File: config.mk
export PLATFORM = sky130hd
export DESIGN_NAME = pc_pipe_unit_flat
export DESIGN_NICKNAME = d
export VERILOG_FILES = /design/src/rtl/pc_pipe_unit_pkg.sv /design/src/rtl/pc_pipe_unit_if.sv /design/src/rtl/pc_pipe_unit_stage_reg.sv /design/src/rtl/pc_pipe_unit.sv /design/src/flat_wrapper.sv
export SDC_FILE = /design/constraint.sdc
export NUM_CORES = 1
export LEC_CHECK = 0
export ABC_AREA = 1
export CAP_MARGIN = 25
export CORE_MARGIN = 8
export CORE_UTILIZATION = 50
export DETAILED_ROUTE_END_ITERATION = 10
export GPL_TIMING_DRIVEN = 0
export PLACE_DENSITY = 0.91
export SYNTH_ARGS = -nofsm -noshare
export SYNTH_HDL_FRONTEND = slang
export SYNTH_HIERARCHICAL = 1
export SYNTH_SLANG_ARGS = --single-unit
File: constraint.sdc
create_clock -name clk -period 3.01 [get_ports clk]
set_input_delay 0.301 -clock clk [delete_from_list [all_inputs] [get_ports clk]]
set_output_delay 0.301 -clock clk [all_outputs]
set_load 0.05 [all_outputs]
File: src/rtl/pc_pipe_unit_pkg.sv
// pc_pipe_unit_pkg: shared fetch/pipeline constants and PC types
package pc_pipe_unit_pkg;
  localparam int DATA_WIDTH_DEFAULT = 32;
  localparam logic [31:0] RESET_PC_DEFAULT = 32'h0000_3000;
  localparam logic [31:0] EXC_VECTOR_DEFAULT = 32'h0000_4180;
  localparam int INST_BYTES = 4;
  typedef logic [DATA_WIDTH_DEFAULT-1:0] pc_t;
  typedef struct packed {
    pc_t  pc;
    logic valid;
  } stage_pc_t;
endpackage

File: src/rtl/pc_pipe_unit_if.sv
// pc_pipe_unit_if: control inputs and PC outputs of the fetch/pipe unit
interface pc_pipe_unit_if #(parameter int DATA_WIDTH = 32);
  logic                  stall;
  logic                  br_valid;
  logic [DATA_WIDTH-1:0] br_target;
  logic                  exc_valid;
  logic [DATA_WIDTH-1:0] pc_if;
  logic [DATA_WIDTH-1:0] pc_plus_inc;
  logic [DATA_WIDTH-1:0] pc_id;
  logic                  valid_id;
  logic [DATA_WIDTH-1:0] pc_ex;
  logic                  valid_ex;
  logic                  misalign;
  modport master (
    output stall, br_valid, br_target, exc_valid,
    input  pc_if, pc_plus_inc, pc_id, valid_id, pc_ex, valid_ex, misalign
  );
  modport slave (
    input  stall, br_valid, br_target, exc_valid,
    output pc_if, pc_plus_inc, pc_id, valid_id, pc_ex, valid_ex, misalign
  );
endinterface

File: src/rtl/pc_pipe_unit_stage_reg.sv
// pc_stage_reg: PC/valid pipeline register with reset, flush and hold
module pc_stage_reg #(parameter int DATA_WIDTH = 32) (
  input  logic                  clk,
  input  logic                  rst,
  input  logic                  flush,
  input  logic                  hold,
  input  logic [DATA_WIDTH-1:0] d_pc,
  input  logic                  d_valid,
  output logic [DATA_WIDTH-1:0] q_pc,
  output logic                  q_valid
);
  // flush kills the slot but keeps the stale PC; hold freezes both fields
  always_ff @(posedge clk) begin
    if (rst) begin
      q_pc    <= '0;
      q_valid <= 1'b0;
    end else if (flush) begin
      q_valid <= 1'b0;
    end else if (!hold) begin
      q_pc    <= d_pc;
      q_valid <= d_valid;
    end
  end
endmodule

File: src/rtl/pc_pipe_unit.sv
// pc_pipe_unit: fetch PC generation and IF/ID/EX PC-valid tracking
module pc_pipe_unit #(
  parameter int                    DATA_WIDTH = pc_pipe_unit_pkg::DATA_WIDTH_DEFAULT,
  parameter logic [DATA_WIDTH-1:0] RESET_PC   = DATA_WIDTH'(pc_pipe_unit_pkg::RESET_PC_DEFAULT),
  parameter logic [DATA_WIDTH-1:0] EXC_VECTOR = DATA_WIDTH'(pc_pipe_unit_pkg::EXC_VECTOR_DEFAULT),
  parameter int                    INST_BYTES = pc_pipe_unit_pkg::INST_BYTES
) (
  input logic         clk,
  input logic         rst,
  pc_pipe_unit_if.slave bus
);
  import pc_pipe_unit_pkg::*;
  localparam logic [DATA_WIDTH-1:0] INC  = DATA_WIDTH'(INST_BYTES);
  localparam logic [DATA_WIDTH-1:0] LOWM = DATA_WIDTH'(INST_BYTES - 1);
  logic [DATA_WIDTH-1:0] pc, pc_nxt;
  logic                  redirect, low_bits;
  assign redirect        = bus.exc_valid | bus.br_valid;
  assign low_bits        = |(bus.br_target & LOWM);
  assign bus.pc_if       = pc;
  assign bus.pc_plus_inc = pc + INC;
  // exception beats branch beats stall beats sequential increment
  always_comb
    pc_nxt = bus.exc_valid ? EXC_VECTOR :
             bus.br_valid  ? (bus.br_target & ~LOWM) :
             bus.stall     ? pc : pc + INC;
  // fetch PC and the one-cycle misaligned-target pulse
  always_ff @(posedge clk) begin
    pc       <= rst ? RESET_PC : pc_nxt;
    bus.misalign <= ~rst & bus.br_valid & ~bus.exc_valid & low_bits;
  end
  pc_stage_reg #(.DATA_WIDTH(DATA_WIDTH)) u_id (
    .clk(clk), .rst(rst), .flush(redirect), .hold(bus.stall),
    .d_pc(pc), .d_valid(1'b1), .q_pc(bus.pc_id), .q_valid(bus.valid_id)
  );
  pc_stage_reg #(.DATA_WIDTH(DATA_WIDTH)) u_ex (
    .clk(clk), .rst(rst), .flush(redirect | bus.stall), .hold(1'b0),
    .d_pc(bus.pc_id), .d_valid(bus.valid_id), .q_pc(bus.pc_ex), .q_valid(bus.valid_ex)
  );
endmodule

File: src/flat_wrapper.sv
// flat-port wrapper written by rule: the top's interface ports become plain ports
module pc_pipe_unit_flat import pc_pipe_unit_pkg::*;
#(
  parameter int                    DATA_WIDTH = pc_pipe_unit_pkg::DATA_WIDTH_DEFAULT,
  parameter logic [DATA_WIDTH-1:0] RESET_PC   = DATA_WIDTH'(pc_pipe_unit_pkg::RESET_PC_DEFAULT),
  parameter logic [DATA_WIDTH-1:0] EXC_VECTOR = DATA_WIDTH'(pc_pipe_unit_pkg::EXC_VECTOR_DEFAULT),
  parameter int                    INST_BYTES = pc_pipe_unit_pkg::INST_BYTES
)
  (clk, rst, bus_stall, bus_br_valid, bus_br_target, bus_exc_valid, bus_pc_if, bus_pc_plus_inc, bus_pc_id, bus_valid_id, bus_pc_ex, bus_valid_ex, bus_misalign);
  pc_pipe_unit_if #(.DATA_WIDTH(DATA_WIDTH)) bus_i ();
  input logic clk;
  input logic rst;
  input wire logic [$bits(bus_i.stall)-1:0] bus_stall;
  input wire logic [$bits(bus_i.br_valid)-1:0] bus_br_valid;
  input wire logic [$bits(bus_i.br_target)-1:0] bus_br_target;
  input wire logic [$bits(bus_i.exc_valid)-1:0] bus_exc_valid;
  output wire logic [$bits(bus_i.pc_if)-1:0] bus_pc_if;
  output wire logic [$bits(bus_i.pc_plus_inc)-1:0] bus_pc_plus_inc;
  output wire logic [$bits(bus_i.pc_id)-1:0] bus_pc_id;
  output wire logic [$bits(bus_i.valid_id)-1:0] bus_valid_id;
  output wire logic [$bits(bus_i.pc_ex)-1:0] bus_pc_ex;
  output wire logic [$bits(bus_i.valid_ex)-1:0] bus_valid_ex;
  output wire logic [$bits(bus_i.misalign)-1:0] bus_misalign;
  assign bus_i.stall = bus_stall;
  assign bus_i.br_valid = bus_br_valid;
  assign bus_i.br_target = bus_br_target;
  assign bus_i.exc_valid = bus_exc_valid;
  assign bus_pc_if = bus_i.pc_if;
  assign bus_pc_plus_inc = bus_i.pc_plus_inc;
  assign bus_pc_id = bus_i.pc_id;
  assign bus_valid_id = bus_i.valid_id;
  assign bus_pc_ex = bus_i.pc_ex;
  assign bus_valid_ex = bus_i.valid_ex;
  assign bus_misalign = bus_i.misalign;
  pc_pipe_unit #(.DATA_WIDTH(DATA_WIDTH), .RESET_PC(RESET_PC), .EXC_VECTOR(EXC_VECTOR), .INST_BYTES(INST_BYTES)) u_core (.clk(clk), .rst(rst), .bus(bus_i));
endmodule
==> metrics.csv <==
metric;value;unit
dpl cells;1116;
fin nets;1032;
hold wc startpoint;bus_br_valid;
top_reg_cell synth;dfxtp_1;
setup TNS;0;ns
full die area;13640;µm²
Net Sw Power;975.1;µW
Crit Path Category;reg -> out;
Clk pwr share;31.0;%
WHS;0.4453;ns
Arrival @ worst endpoint;2.62;ns
Reg power frac;45.8;%
total CTS buffers;9;
number of synthesized flops with an enable pin;0;
Post-DP HPWL;12.63;mm
HP Class;in -> reg;
worst reg2reg path startpoint;u_core/bus.pc_if[2];
fin cells;1131;
fin crit share;97.11;%
GRT Total Usage;23.44;%
Pint;2068;µW
RSZ-0062 raised after global routing;false;
global-route wire length before repair;25.04;mm
clock slew at reported path FFs;0.09;ns
Remaining DRCs;0;
n_diodes;0;
commonest non-fill, non-tap cells in the layout;nand2_1 (269), nor2_1 (176), clkdlybuf4s50_1 (155);
Setup crit start;u_core/bus.pc_if[13];
vias in the first global route;5185;
Area Growth Syn to Fin;40.37;%
Cells after Synth;813;
top post-synthesis cells by area;dfxtp_1 (38%), nand2_1 (20%), nor2_1 (13%);
syn avg cell area;6.248;µm²
I/O Buffers;162;
# clock sinks;97;
Crit. End Element;primary output;
post-synth top area share;38.23;%
Synth area leader;dfxtp_1;
Logic pwr share;23.2;%
fmax;342.1;MHz
post-route ant nets;0;
Fin Clk Skew;0.008174;ns
grt total ovfl;0;
Die Width;116.8;µm
register area share after synthesis;38.23;%
clock buffer depth;2;
outcome;completed;
core area;9819;µm²
Final Power;3043;µW
IR drop worst, VDD;251.6;µV
final wirelength;16.04;mm
Post-synth ARST share;0;%
Cell Area, Placed;6898;µm²
Routed WL per cell;14.18;µm
die height;116.8;µm
io pins;168;
Rel. slew slack;58.58;%
Max Cap Violations;0;
final number of hold-violating endpoints;0;
Synth Warn #;6;
Final GP Congestion;0.9230;
antenna violations before repair;0;
power per cell area;426.8;nW/µm²
layout cell share with drive strength beyond 1;6.613;%
switching part of the total power;32.04;%
largest net degree at the start of global routing;16;
worst-path maximum fanout;6;
FP Rows;36;
commonest non-fill, non-tap cell in the layout;nand2_1;
Period minus WS final;2.923;ns
DRT Pass-1 Iters;6;
Final Max Tran Viols;0;
post-route cell area;7131;µm²
CTS Root Cell;clkbuf_8;
via count;5381;
Setup Viol. Count Final;0;
synthesized cell area;5080;µm²
CTS tree;built;
startpoint types;flop;
Initial Utilization;51.73;%
Initial DRC Count;414;
Yosys cell types;28;
Leakage;0.002943;µW
Worst-Margin Slew;0.6213;ns
CP required;2.71;ns
via/cell ratio;4.758;
Skew-Pair Late Insertion Delay;0.36;ns
htree depth;3;
synthesized flop and latch total;97;
-- cell usage after synthesis, drive strengths merged (5+ instances only) --
cell type  count
dfxtp         97
nand3         19
buf           27
inv          118
o21ai         25
clkbuf         5
xnor2          5
a31oi          5
nor2         189
nand2        275
xor2           9
a21oi         26
-- registers in the layout (all words and copies together), names as in the netlist --
name	cells
u_core/bus.pc_if	30
u_core/u_ex/q_pc	32
u_core/bus.misalign	1
u_core/u_ex/q_valid	1
u_core/u_id/q_valid	1
u_core/u_id/q_pc	32
-- worst paths after layout --
kind                                              to  slack [ns]  cells past startpoint
worst min register to register   u_core/u_id/q_valid        0.48                      2
worst max register to register  u_core/bus.pc_if[22]        1.13                     10
worst max-delay path             bus_pc_plus_inc[31]        0.09                      7
worst min-delay path            u_core/bus.pc_if[15]        0.45                      4
-- cell type report --
type,instances,area (µm²)
Clock inverter,4,77.57
Buffer,32,229.0
Inverter,118,442.9
Clock buffer,11,141.4
Tap cell,133,166.4
Timing Repair Buffer,162,1635
Fill cell,871,2689
Multi-Input combinational cell,574,2496
Sequential cell,97,1942
-- cells by family after synthesis --
kind of cell | synth area share [%]
AND/OR/NAND/NOR | 38.47
buffers and inverters | 13.23
flip-flops | 38.23
AO/OA/AOI/OAI | 6.675
XOR/XNOR | 3.005
other | 0.1478
adder cells (fa/ha/maj) | 0.2463
-- power by group through the flow --
stage | clock (µW) | sequential, µW | combinational [µW]
final | 943 | 1390 | 705
after global routing | 1000 | 1400 | 750
after CTS | 952 | 1390 | 705
after detailed placement | 0 | 1420 | 702
after global placement | 0 | 1420 | 693
after floorplan | 0 | 1590 | 278
-- routing by layer --
metal | global-route usage, % | share of wire, % | vias up
met1 | 25.81 | 39 | 2329
li1 | - | - | 2756
met5 | 0 | 0 | -
met2 | 41.67 | 49 | 249
met4 | 12.46 | 3.9 | 0
met3 | 4.772 | 8.5 | 47
-- through the flow --
step                util, %  setup WS (ns)
floorplan                 -         0.3367
global placement      70.25         0.3913
detailed placement    70.25         0.3559
CTS                   72.46       0.001309
global route          72.62        0.01190
finish                72.62        0.08699
-- worst max-delay path, cell delays in order (launching register included) --
cell	delay [ns]
dfxtp_1	0.53
nand2_1	0.16
nor2_1	0.21
nand2_1	0.12
nor2_4	0.17
nand3_1	0.11
nand2_1	0.10
clkdlybuf4s50_1	0.85
-- timing repair --
item / in CTS / in global routing
setup endpoints to repair: 1 / 6
setup buffers: 0 / 0
hold buffers: 0 / 0
gates resized for setup: 1 / 6
No activity file was read; power rests on OpenSTA's default activity.
